<file path="src/rtl/sl28_intc.sv">
// Interrupt controller: synchronised sources, per-source enable/polarity/mode, W1C pending.
// Optional software trigger at BASE+4 when SL28_INTC_SWTRIG_EN is defined.
module sl28_intc #(
  parameter logic [4:0] BASE_ADDR   = 5'h1a,
  parameter int         NUM_IRQS    = 8,
  parameter int         SYNC_STAGES = 2
) (
  input  logic                clk,
  input  logic                rst_n,
  input  logic [4:0]          csr_a,
  input  logic [7:0]          csr_di,
  input  logic                csr_we,
  output logic [7:0]          csr_do,
  input  logic [NUM_IRQS-1:0] irq_src,
  output logic                irq
);

  localparam logic [4:0] A_IE   = BASE_ADDR;
  localparam logic [4:0] A_IP   = BASE_ADDR + 5'd1;
  localparam logic [4:0] A_MODE = BASE_ADDR + 5'd2;
  localparam logic [4:0] A_POL  = BASE_ADDR + 5'd3;

  logic [NUM_IRQS-1:0] sync_reg [SYNC_STAGES];
  logic [NUM_IRQS-1:0] ie_reg;
  logic [NUM_IRQS-1:0] ip_reg;
  logic [NUM_IRQS-1:0] mode_reg;
  logic [NUM_IRQS-1:0] pol_reg;
  logic [NUM_IRQS-1:0] qd_reg;
  logic [NUM_IRQS-1:0] q;
  logic [NUM_IRQS-1:0] set_cond;
  logic [NUM_IRQS-1:0] w1c;
  logic [NUM_IRQS-1:0] swtrig;
  logic [NUM_IRQS-1:0] ip_next;

  genvar gi;
  generate
    for (gi = 0; gi < SYNC_STAGES; gi++) begin : g_sync
      always_ff @(posedge clk or negedge rst_n) begin
        if (!rst_n) begin
          sync_reg[gi] <= '0;
        end else if (gi == 0) begin
          sync_reg[gi] <= irq_src;
        end else begin
          sync_reg[gi] <= sync_reg[(gi == 0) ? 0 : gi-1];
        end
      end
    end
  endgenerate

  assign q        = sync_reg[SYNC_STAGES-1] ^ pol_reg;
  assign set_cond = q & ~qd_reg;
  assign w1c      = (csr_we && (csr_a == A_IP)) ? csr_di[NUM_IRQS-1:0] : '0;

`ifdef SL28_INTC_SWTRIG_EN
  localparam logic [4:0] A_SW = BASE_ADDR + 5'd4;
  assign swtrig = (csr_we && (csr_a == A_SW)) ? csr_di[NUM_IRQS-1:0] : '0;
`else
  assign swtrig = '0;
`endif

  // Edge bits: a new set (or soft trigger) beats a same-cycle clear. Level bits track q.
  generate
    for (gi = 0; gi < NUM_IRQS; gi++) begin : g_ip
      assign ip_next[gi] = mode_reg[gi]
                         ? (set_cond[gi] | swtrig[gi] | (ip_reg[gi] & ~w1c[gi]))
                         : q[gi];
    end
  endgenerate

  always_ff @(posedge clk or negedge rst_n) begin
    if (!rst_n) begin
      ie_reg   <= '0;
      ip_reg   <= '0;
      mode_reg <= '0;
      pol_reg  <= '0;
      qd_reg   <= '0;
      irq      <= 1'b0;
    end else begin
      qd_reg <= q;
      ip_reg <= ip_next;
      irq    <= |(ip_reg & ie_reg);
      if (csr_we && (csr_a == A_IE))   ie_reg   <= csr_di[NUM_IRQS-1:0];
      if (csr_we && (csr_a == A_MODE)) mode_reg <= csr_di[NUM_IRQS-1:0];
      if (csr_we && (csr_a == A_POL))  pol_reg  <= csr_di[NUM_IRQS-1:0];
    end
  end

  always_comb begin
    csr_do = 8'h00;
    case (csr_a)
      A_IE:    csr_do = 8'(ie_reg);
      A_IP:    csr_do = 8'(ip_reg);
      A_MODE:  csr_do = 8'(mode_reg);
      A_POL:   csr_do = 8'(pol_reg);
      default: csr_do = 8'h00;
    endcase
  end

endmodule

</file>
<file path="config.mk">
export PLATFORM = sky130hd
export DESIGN_NAME = sl28_intc
export DESIGN_NICKNAME = d
export VERILOG_FILES = /design/src/rtl/sl28_intc.sv
export SDC_FILE = /design/constraint.sdc
export NUM_CORES = 1
export LEC_CHECK = 0
export CAP_MARGIN = 5
export CORE_MARGIN = 5
export CORE_UTILIZATION = 30
export CTS_BUF_LIST = sky130_fd_sc_hd__clkbuf_8
export DETAILED_ROUTE_END_ITERATION = 6
export GPL_ROUTABILITY_DRIVEN = 0
export PLACE_DENSITY_LB_ADDON = 0.08
export SYNTH_ARGS = -nofsm -noshare
export SYNTH_HDL_FRONTEND = slang
export SYNTH_SLANG_ARGS = --single-unit
</file>
<file path="constraint.sdc">
create_clock -name clk -period 0.9 [get_ports clk]
set_clock_uncertainty 0.1 [all_clocks]
set_input_delay 0.09 -clock clk [delete_from_list [all_inputs] [get_ports clk]]
set_output_delay 0.09 -clock clk [all_outputs]
set_load 0.1 [all_outputs]
</file>
Word-level counts from Yosys, hierarchy flattened --
Cells that the tools add are included.
Storage, ports and cells: input bits 24, output and inout port bits 9, flip-flop bits (word level) 57
Operators by class: reduce and logical (&&, ||, !) cells 5, bitwise operators 28, equal/unequal tests 4, mux-type cells 10
Operators with widths (count):
- $pmux 8 s4 | 1
- $eq 5x5->1 const B | 4
- $and 8x8->8 | 2
- $and 1x1->1 | 8
- $mux 1 | 8
- $mux 8 | 1
- $not 1->1 | 8
- $not 8->8 | 1
- $or 1x1->1 | 8
- $reduce_or 8->1 | 1
- $xor 8x8->8 | 1
- $logic_and 1x1->1 | 4

Logic depth before layout (Yosys ltp) --
Gate-level depths: netlist of the first run.
depth in word-level cells 7, depth in mapped cells 6, depth with buffers taken out 3

Least setup slack after synthesis of the first run --
OpenSTA, ideal clock, no wires.
path type in2out, start input port csr_a[0], end output port csr_do[0], data required time 0.710 ns, slack -1.384 ns, buffers on the path 2, arrival 2.094 ns, stages on the path 4, cell sequence buf_6 -> buf_2 -> mux2i_1 -> o22ai_1
Between the ends: word-level cells in the longest chain between the ends 2
Ends and longest elaborated chain:
- start: declaration | RTL line 10 | input logic [4:0] csr_a,
- $eq 5x5->1 | RTL line 90 | case (csr_a)
- $pmux 8 s4 (*) | RTL line 90
- end: declaration | RTL line 13 | output logic [7:0] csr_do,
Every way passes the cells marked *; elsewhere a longest branch is shown, timed or not.

Worst setup path after layout of the first run --
start input port csr_a[3], end output port csr_do[2]
The elaborated chain is that of the path after synthesis.

==> results of run 1 <==
## cells in the final DEF (no fill, tap or decap), drive strengths merged, types with 2 or more instances in the layout
cell type and count:
a22oi 4, xor2 8, nand2 10, o22ai 8
a32o 8, mux2i 16, clkdlybuf4s15 2, clkdlybuf4s50 16
dfrtp 57, clkbuf 11, mux2 24, buf 77
nand3 8, inv 2, clkinv 3
## Yosys cell counts
master                     instances
sky130_fd_sc_hd__a22oi_1           4
sky130_fd_sc_hd__a32o_1            8
sky130_fd_sc_hd__and3_1            1
sky130_fd_sc_hd__and3b_1           1
sky130_fd_sc_hd__buf_2             1
sky130_fd_sc_hd__buf_4             2
sky130_fd_sc_hd__buf_6             2
sky130_fd_sc_hd__dfrtp_1          57
sky130_fd_sc_hd__mux2_2           24
sky130_fd_sc_hd__mux2i_1          16
sky130_fd_sc_hd__nand2_1          10
sky130_fd_sc_hd__nand3_1           8
sky130_fd_sc_hd__nand3b_1          1
sky130_fd_sc_hd__nand4_1           1
sky130_fd_sc_hd__nand4b_1          1
sky130_fd_sc_hd__nor2b_1           1
sky130_fd_sc_hd__nor3_2            1
sky130_fd_sc_hd__nor3b_4           1
sky130_fd_sc_hd__o22ai_1           8
sky130_fd_sc_hd__xor2_1            8
## metal layers
metal,GRT usage [%],vias to the layer above,wire length [um]
met3,4.738,8,234
met4,5.292,0,90
met2,23.99,39,3144
met1,17.83,845,2808
met5,0,-,0
li1,-,777,-
## critical path: cells and delay by family
| kind | cells | cell delay, ns |
|---|---|---|
| AO/OA/AOI/OAI | 1 | 0.21 |
| buffers and inverters | 4 | 0.77 |
| AND/OR/NAND/NOR | 1 | 0.16 |
## worst paths after layout
| check | endpoint | slack [ns] | cells past startpoint |
|---|---|---|---|
| min in group asynchronous | sync_reg[9] | 0.20 | 3 |
| max | csr_do[2] | -0.53 | 6 |
| min reg2reg | sync_reg[5] | 0.25 | 0 |
| max reg2reg | ip_reg[0] | -0.24 | 3 |
| max in group asynchronous | ip_reg[7] | 0.23 | 3 |
| min | sync_reg[11] | 0.09 | 1 |
## cell families (layout without fill, tap and decap cells)
logic type	Yosys count	count (layout)	share of synthesized area [%]
flip-flops	57	57	62.57
multiplexers	40	40	18.88
AND/OR/NAND/NOR	26	26	6.587
AO/OA/AOI/OAI	20	20	7.026
XOR/XNOR	8	8	3.074
buffers and inverters	5	112	1.866
## repair_timing
item,CTS,global route
gates resized for setup,88,19
hold endpoints to repair,57,0
cloned,0,0
hold buffers,1,0
endpoints found under the setup margin,46,50
pin swaps,19,10
buffers inserted,26,12
## report_power, final
| group | leakage (nW) | total [mW] | switching, mW | internal, mW |
|---|---|---|---|---|
| combinational | 0.920 | 2.73 | 1.13 | 1.60 |
| clock | 0.101 | 2.10 | 0.991 | 1.11 |
| sequential | 0.688 | 3.41 | 0.349 | 3.06 |
| total | 1.71 | 8.24 | 2.47 | 5.77 |
## per-stage QoR
stage	cell area (um^2)	instances	utilization, %	setup TNS (ns)	hold WS [ns]
floorplan	2456	156	-	-17.91	-0.3056
global route	3939	362	53.73	-12.16	0.06499
global placement	3214	317	43.85	-31.89	0.01011
finish	3939	362	53.73	-10.96	0.08960
detailed placement	3214	317	43.85	-33.36	0.01667
CTS	3864	357	52.71	-10.42	0.07407
## layout make-up
cell class                 instances  area share (%)
multi-input combinational         94           29.26
sequential                        57           36.28
clock inverter                     5          0.5718
timing repair buffer              96           26.91
clock buffer                      11           3.844
tap                               99           3.145
==> metrics.yaml, run 1 <==
clock_tree:
  cts_tree: "built"
  max-clock-path-buffers: 2
  clk_root_buffer_cell: "sky130_fd_sc_hd__clkbuf_8"
  insertion_delay_ns: 0.33
  cts_buffers: 9
  h_tree_lvls: 3
  path_clk_slew_ns: 0.07
  numClockSinks: 57
job:
  max_cap_viol_count: 0
grt:
  number_of_global_route_vias_before_repair: 1994
  initial_antenna_violation_count: 0
  grt_pass1_wl_um: 10580
  grt_remaining_overflow: 0
  maximum_number_of_pins_on_one_net_before_global_route_repair: 58
  grt_use_total_pct: 14.57
critical_path:
  critical-path-slowest-cell: "sky130_fd_sc_hd__clkdlybuf4s15_2"
  worst_ep_arrival_time_ns: 1.24
  timing.critical_path.from_type: "input pin"
  path_class: "in -> out"
  worst-endpoint-required_ns: 0.71
  critical_path.max_fanout: 4
  crit_path_cell_trace: "clkdlybuf4s15_2 -> buf_4 -> nand4b_1 -> buf_6 -> o22ai_4 -> buf_12"
  r2r-start: "pol_reg[0]"
  slowest_delay_ns: 0.23
  cp_launch_point: "csr_a[3]"
  crit_path_end_kind: "output pin"
floorplanning:
  die_height_um: 97.17
  total_die_area_mm2: 0.009442
  rows: 31
  fp.coreArea_mm2: 0.007331
  die_x_um: 97.17
  start_util_pct: 31.10
  floorplan.io_pins: 33
synth:
  synth.yosys.seq_area_share_pct: 62.57
  postSynthRegisterBits: 57
  yosysTopAreaCellShare_pct: 62.57
  synth_largest_area_cell: "sky130_fd_sc_hd__dfrtp_1"
  synth.yosys.warnings: 0
  yosys-top-cells-area: "sky130_fd_sc_hd__dfrtp_1, sky130_fd_sc_hd__mux2_2, sky130_fd_sc_hd__mux2i_1"
  syn-num-nets: 180
  syn-cell-area_mm2: 0.002280
  synthesized_area_per_cell_um2: 14.61
  syn-instance-count: 156
  ys_types: 20
timing:
  post-route-worst-setup-slack_ns: -0.5329
  max-slew-margin-rel_pct: 79.00
  tightestPinTransition_ns: 0.3150
  final_period_minus_worst_setup_slack_ns: 1.433
  hold_viol_final: 0
  grt_setup_unrepaired: "true"
  maxSlewViolCount: 0
  fraction_of_the_cycle_the_final_worst_path_needs_pct: 159.2
  finalSetupViolCount: 48
  highest_attainable_clock_frequency_ghz: 0.6979
final_layout:
  drive_above_1_share_pct: 59.32
  nFillCells: 593
  flow.area_growth_from_synthesis_pct: 72.78
  number_of_nets_at_the_end_of_the_flow: 282
  multiInputGateArea_mm2: 0.001152
  largest_register_ffs: 16
  layout.area.seq_mm2: 0.001429
  antennaDiodeCount: 0
power_and_ir_drop:
  power_per_cell_area_mw_per_mm2: 2093
  p_leak_nw: 1.710
  report.power.total_mw: 8.244
  irDropWorstVdd_uv: 801.3
placed_design:
  dp_hpwl_um: 4033
  port_buffers: 32
  placement.setup.worst_slack_ns: -0.9128
run_status:
  failed_checks: "setup timing"
  outcome: "complete, but fails checks"
worst_hold_path:
  min_from: "irq_src[3]"
  worst_hold_path_type: "in -> reg"
routing:
  wl_per_cell_um: 17.34
  antenna_left: 0
  drt_first_iter_violations: 61
  vias: 1669
  dr.pass1.iters: 4
  finalWirelength_um: 6277
  remaining_drc_errors: 0
  viasPerCell: 4.610
No activity file was read; power rests on OpenSTA's default activity.
==> run 2: changes to the inputs <==
--- a/config.mk
+++ b/config.mk
@@ -10,6 +10,7 @@
 export CORE_UTILIZATION = 30
 export CTS_BUF_LIST = sky130_fd_sc_hd__clkbuf_8
 export DETAILED_ROUTE_END_ITERATION = 6
+export DONT_BUFFER_PORTS = 1
 export GPL_ROUTABILITY_DRIVEN = 0
 export PLACE_DENSITY_LB_ADDON = 0.08
 export SYNTH_ARGS = -nofsm -noshare
==> metrics.yaml, run 2 (synthesized netlist as in run 1, its figures left out) <==
floorplanning:
  floorplan.io_pins: 33  # unchanged
  die_x_um: 97.17  # unchanged
  die_height_um: 97.17  # unchanged
  total_die_area_mm2: 0.009442  # unchanged
  start_util_pct: 31.10  # unchanged
  rows: 31  # unchanged
  fp.coreArea_mm2: 0.007331  # unchanged
critical_path:
  critical-path-slowest-cell: "sky130_fd_sc_hd__dfrtp_1"  # was sky130_fd_sc_hd__clkdlybuf4s15_2
  crit_path_end_kind: "output pin"  # unchanged
  timing.critical_path.from_type: "flop"  # was input pin
  worst_ep_arrival_time_ns: 1.26  # was 1.24 ns
  slowest_delay_ns: 0.40  # was 0.23 ns
  worst-endpoint-required_ns: 0.71  # about the same
  critical_path.max_fanout: 2  # was 4
  path_class: "reg -> out"  # was in -> out
  cp_launch_point: "pol_reg[0]"  # was csr_a[3]
  crit_path_cell_trace: "mux2i_1 -> o22ai_2 -> buf_12"  # was clkdlybuf4s15_2 -> buf_4 -> nand4b_1 -> buf_6 -> o22ai_4 -> buf_12
  r2r-start: "pol_reg[5]"  # was pol_reg[0]
routing:
  vias: 1615  # was 1669
  remaining_drc_errors: 0  # unchanged
  antenna_left: 0  # unchanged
  viasPerCell: 4.641  # was 4.610
  drt_first_iter_violations: 29  # was 61
  dr.pass1.iters: 4  # unchanged
  wl_per_cell_um: 17.41  # was 17.34 um
  finalWirelength_um: 6059  # was 6277 um
final_layout:
  commonest_cells_after_routing_fill_and_taps_aside: "sky130_fd_sc_hd__dfrtp_1, sky130_fd_sc_hd__buf_4, sky130_fd_sc_hd__buf_6"  # was sky130_fd_sc_hd__dfrtp_1, sky130_fd_sc_hd__buf_6, sky130_fd_sc_hd__buf_4
  drive_above_1_share_pct: 53.01  # was 59.32%
  design_area_mm2: 0.003677  # was 0.003939 mm^2
  nFillCells: 637  # was 593
  number_of_nets_at_the_end_of_the_flow: 268  # was 282
  largest_register_ffs: 16  # unchanged
  flow.area_growth_from_synthesis_pct: 61.31  # was 72.78%
  layout.cells.most_common: "sky130_fd_sc_hd__dfrtp_1"  # unchanged
  antennaDiodeCount: 0  # unchanged
  final_core_utilization_pct: 50.16  # was 53.73%
placed_design:
  dp_hpwl_um: 3726  # was 4033 um
  port_buffers: 0  # was 32
  post_dp_cell_area_mm2: 0.002902  # was 0.003214 mm^2
timing:
  fin_worst_hold_slack_ns: -0.6524  # was 0.08960 ns
  setup-tns-final_ns: -9.992  # was -10.96 ns
  highest_attainable_clock_frequency_ghz: 0.6908  # was 0.6979 GHz
  hold_viol_final: 57  # was 0
  tightestPinTransition_ns: 0.1948  # was 0.3150 ns
  grt_setup_unrepaired: "true"  # unchanged
  fraction_of_the_cycle_the_final_worst_path_needs_pct: 160.9  # was 159.2%
  final_period_minus_worst_setup_slack_ns: 1.448  # was 1.433 ns
  finalSetupViolCount: 49  # was 48
  maxSlewViolCount: 0  # unchanged
  post-route-worst-setup-slack_ns: -0.5477  # was -0.5329 ns
  max-slew-margin-rel_pct: 86.64  # was 79.00%
worst_hold_path:
  worst_hold_path_type: "in -> async"  # was in -> reg
power_and_ir_drop:
  irDropWorstVdd_uv: 906.9  # was 801.3 uV
  p_leak_nw: 1.643  # was 1.710 nW
  power_per_cell_area_mw_per_mm2: 2220  # was 2093 mW/mm^2
  report.power.total_mw: 8.162  # was 8.244 mW
clock_tree:
  path_clk_slew_ns: 0.06  # was 0.07 ns
  clk_root_buffer_cell: "sky130_fd_sc_hd__clkbuf_8"  # unchanged
  h_tree_lvls: 3  # unchanged
  cts_buffers: 9  # unchanged
  ctsHoldBuffers: 16  # was 1
  cts_tree: "built"  # unchanged
  numClockSinks: 57  # unchanged
  max-clock-path-buffers: 2  # unchanged
  insertion_delay_ns: 0.33  # about the same
grt:
  grt_pass1_wl_um: 9735  # was 10580 um
  grt_remaining_overflow: 0  # unchanged
  maximum_number_of_pins_on_one_net_before_global_route_repair: 58  # unchanged
  grt_use_total_pct: 13.52  # was 14.57%
  initial_antenna_violation_count: 0  # unchanged
  number_of_global_route_vias_before_repair: 1849  # was 1994
run_status:
  failed_checks: "hold timing, setup timing"  # was setup timing
  outcome: "complete, but fails checks"  # unchanged
job:
  max_cap_viol_count: 0  # unchanged
-- run 2: per-layer routing --
metal	part of all wire, %	vias up	track usage [%]
li1	-	746	-
met1	46	828	16.87
met2	49	32	21.60
met3	3.6	9	3.661
met5	0	-	0
met4	1.4	0	6.587
-- run 2: critical path: cells and delay by family, from the launching register on --
kind	cells	cell delay [ns]
AO/OA/AOI/OAI	1	0.14
buffers and inverters	1	0.18
flip-flops	1	0.40
multiplexers	1	0.20
-- run 2: report_power, final --
part | switching, mW | internal (mW) | total (mW) | leakage [nW]
clock | 1.01 | 1.28 | 2.29 | 0.107
combinational | 1.00 | 1.52 | 2.52 | 0.848
sequential | 0.300 | 3.05 | 3.35 | 0.689
total | 2.31 | 5.85 | 8.16 | 1.64
-- run 2: cell type report --
type,count,area (um^2),area share [%]
flip-flops and latches,57,1428,38.82
clock inverters,3,13.76,0.3743
clock buffers,13,178.9,4.866
repair buffers,82,882.1,23.99
multi-input cells,94,1051,28.58
well taps,99,123.9,3.368
-- run 2: worst paths after layout --
check | slack, ns | cells past startpoint | endpoint
max in group asynchronous | 1.22 | 0 | ie_reg[3]
min in group clk | 0.05 | 3 | ie_reg[7]
min | -0.65 | 0 | sync_reg[9]
min reg2reg | 0.25 | 0 | sync_reg[4]
max reg2reg | -0.32 | 4 | ip_reg[5]
max | -0.55 | 3 | csr_do[0]
-- run 2: stage by stage --
step,std cells,setup slack [ns]
after floorplan,156,-0.8500
after global placement,284,-0.3748
after detailed placement,284,-0.3902
after CTS,340,-0.5525
after global routing,348,-0.5809
final,348,-0.5477
-- run 2: repair_timing --
action	CTS	global route
setup endpoints to repair	42	50
pin swaps	15	9
setup buffers	26	13
hold endpoints to repair	97	57
gates resized for setup	30	14
==> run 3: changes to the inputs <==
--- a/config.mk
+++ b/config.mk
@@ -12,7 +12,9 @@
 export DETAILED_ROUTE_END_ITERATION = 6
 export DONT_BUFFER_PORTS = 1
 export GPL_ROUTABILITY_DRIVEN = 0
+export GPL_TIMING_DRIVEN = 0
 export PLACE_DENSITY_LB_ADDON = 0.08
+export SKIP_CTS_REPAIR_TIMING = 1
 export SYNTH_ARGS = -nofsm -noshare
 export SYNTH_HDL_FRONTEND = slang
 export SYNTH_SLANG_ARGS = --single-unit
==> metrics.yaml, run 3 (synthesized netlist as in run 1, its figures left out) <==
run_status:
  outcome: "complete, but fails checks"  # unchanged
  failed_checks: "hold timing, setup timing"  # unchanged
critical_path:
  r2r-start: "pol_reg[7]"  # was pol_reg[5]
  slowest_delay_ns: 0.60  # was 0.40 ns
  critical-path-slowest-cell: "sky130_fd_sc_hd__o22ai_4"  # was sky130_fd_sc_hd__dfrtp_1
  critical_path_cell_count: 2  # was 3
  crit-reg2reg-capture: "ip_reg[7]"  # was ip_reg[5]
  critical_path.max_fanout: 3  # was 2
  path_class: "reg -> out"  # unchanged
  critPathTopFamily: "compound AO/OA/AOI/OAI gates"  # was flip-flops
  crit_path_cell_trace: "mux2i_1 -> o22ai_4"  # was mux2i_1 -> o22ai_2 -> buf_12
  worst-endpoint-required_ns: 0.71  # about the same
  timing.critical_path.from_type: "flop"  # unchanged
  r2r_slack_ns: -0.35  # was -0.32 ns
  cp_num_buf_inv: 0  # was 1
  worst-r2r-cell-count: 4  # unchanged
  worst_ep_arrival_time_ns: 1.47  # was 1.26 ns
  crit_path_end_kind: "output pin"  # unchanged
clock_tree:
  numClockSinks: 57  # unchanged
  cts_buffers: 9  # unchanged
  path_clk_slew_ns: 0.07  # was 0.06 ns
  h_tree_lvls: 3  # unchanged
  clk_root_buffer_cell: "sky130_fd_sc_hd__clkbuf_8"  # unchanged
  max-clock-path-buffers: 2  # unchanged
  insertion_delay_ns: 0.33  # about the same
  cts_tree: "built"  # unchanged
final_layout:
  layout.cells.most_common: "sky130_fd_sc_hd__dfrtp_1"  # unchanged
  flow.area_growth_from_synthesis_pct: 48.30  # was 61.31%
  largest_register_ffs: 16  # unchanged
  antennaDiodeCount: 0  # unchanged
  drive_above_1_share_pct: 47.03  # was 53.01%
  final_core_utilization_pct: 46.12  # was 50.16%
  number_of_nets_at_the_end_of_the_flow: 238  # was 268
  nFillCells: 642  # was 637
  commonest_cells_after_routing_fill_and_taps_aside: "sky130_fd_sc_hd__dfrtp_1, sky130_fd_sc_hd__mux2_4, sky130_fd_sc_hd__buf_4"  # was sky130_fd_sc_hd__dfrtp_1, sky130_fd_sc_hd__buf_4, sky130_fd_sc_hd__buf_6
routing:
  drt_first_iter_violations: 52  # was 29
  viasPerCell: 4.808  # was 4.641
  wl_per_cell_um: 18.14  # was 17.41 um
  finalWirelength_um: 5768  # was 6059 um
  remaining_drc_errors: 0  # unchanged
  dr.pass1.iters: 6  # was 4
  vias: 1529  # was 1615
  antenna_left: 0  # unchanged
timing:
  final_period_minus_worst_setup_slack_ns: 1.665  # was 1.448 ns
  post-route-worst-setup-slack_ns: -0.7647  # was -0.5477 ns
  finalSetupViolCount: 49  # unchanged
  maxSlewViolCount: 0  # unchanged
  max-slew-margin-rel_pct: 50.38  # was 86.64%
  highest_attainable_clock_frequency_ghz: 0.6007  # was 0.6908 GHz
  grt_setup_unrepaired: "true"  # unchanged
  fraction_of_the_cycle_the_final_worst_path_needs_pct: 185.0  # was 160.9%
  hold_viol_final: 57  # unchanged
  tightestPinTransition_ns: 0.7640  # was 0.1948 ns
  fin_worst_hold_slack_ns: -0.6521  # was -0.6524 ns
placed_design:
  port_buffers: 0  # unchanged
  dp_hpwl_um: 3476  # was 3726 um
floorplanning:
  total_die_area_mm2: 0.009442  # unchanged
  floorplan.io_pins: 33  # unchanged
  die_x_um: 97.17  # unchanged
  rows: 31  # unchanged
  fp.coreArea_mm2: 0.007331  # unchanged
  start_util_pct: 31.10  # unchanged
  die_height_um: 97.17  # unchanged
grt:
  grt_pass1_wl_um: 8376  # was 9735 um
  grt_use_total_pct: 11.90  # was 13.52%
  number_of_global_route_vias_before_repair: 1510  # was 1849
  initial_antenna_violation_count: 0  # unchanged
  maximum_number_of_pins_on_one_net_before_global_route_repair: 58  # unchanged
  grt_remaining_overflow: 0  # unchanged
power_and_ir_drop:
  clkPwrFrac_pct: 27.9  # was 28.0%
  report.power.total_mw: 7.520  # was 8.162 mW
  p_leak_nw: 1.451  # was 1.643 nW
  irDropWorstVdd_uv: 727.4  # was 906.9 uV
  power_per_cell_area_mw_per_mm2: 2224  # was 2220 mW/mm^2
  seqPwrFrac_pct: 47.8  # was 41.1%
  switching_share_pct: 30.01  # was 28.31%
  netSwitchingPower_mw: 2.257  # was 2.311 mW
  fraction_of_power_consumed_by_combinational_cells_pct: 24.3  # was 30.9%
  p_int_mw: 5.263  # was 5.851 mW
worst_hold_path:
  worst_hold_path_type: "in -> async"  # unchanged
job:
  max_cap_viol_count: 0  # unchanged
run 3: cell count changes in the layout (fill, tap and decap cells not counted), sizes merged:
cell / previous run / this run
clkbuf: 13 / 11
buf: 66 / 36
clkinv: 2 / 3
inv: 1 / 2
run 3: worst max-delay path by stage:
stage	endpoint	startpoint
after floorplan	csr_do[5]	csr_a[2]
final	csr_do[0]	ip_reg[0]
after global placement	csr_do[2]	csr_a[1]
after global routing	csr_do[3]	ie_reg[3]
after CTS	csr_do[2]	csr_a[1]
after detailed placement	csr_do[2]	csr_a[1]
run 3: through the flow:
stage	instance area, um^2	hold WS (ns)	TNS [ns]	worst slack (ns)	instances
floorplan	2456	-0.3056	-17.91	-0.8500	156
global placement	2580	-0.3037	-26.65	-1.166	255
detailed placement	2580	-0.3036	-27.07	-1.208	255
CTS	2754	-0.6685	-17.80	-1.180	271
global route	3381	-0.6777	-12.43	-0.8264	318
finish	3381	-0.6521	-11.01	-0.7647	318
run 3: cell type report:
class,instances,area (um^2),area share (%)
Tap cell,99,123.9,3.664
Multi-Input combinational cell,94,1115,32.98
Buffer,4,63.81,1.887
Clock buffer,11,151.4,4.478
Clock inverter,5,22.52,0.6662
Sequential cell,57,1430,42.30
Timing Repair Buffer,48,474.2,14.03
run 3: metal layers:
layer / routed length [um] / part of all wire [%] / global-route usage [%]
met1: 2592 / 45 / 14.18
met2: 2846 / 49 / 18.47
met3: 253 / 4.4 / 4.523
met4: 76 / 1.3 / 6.479
met5: 0 / 0 / 0
run 3: power groups by stage:
| stage | clock network [mW] | logic, mW | registers (mW) |
|---|---|---|---|
| detailed placement | 0 | 1.08 | 3.62 |
| finish | 2.10 | 1.83 | 3.59 |
| CTS | 2.16 | 1.08 | 3.58 |
| floorplan | 0 | 0.946 | 3.51 |
| global route | 2.30 | 1.95 | 3.63 |
| global placement | 0 | 1.05 | 3.60 |
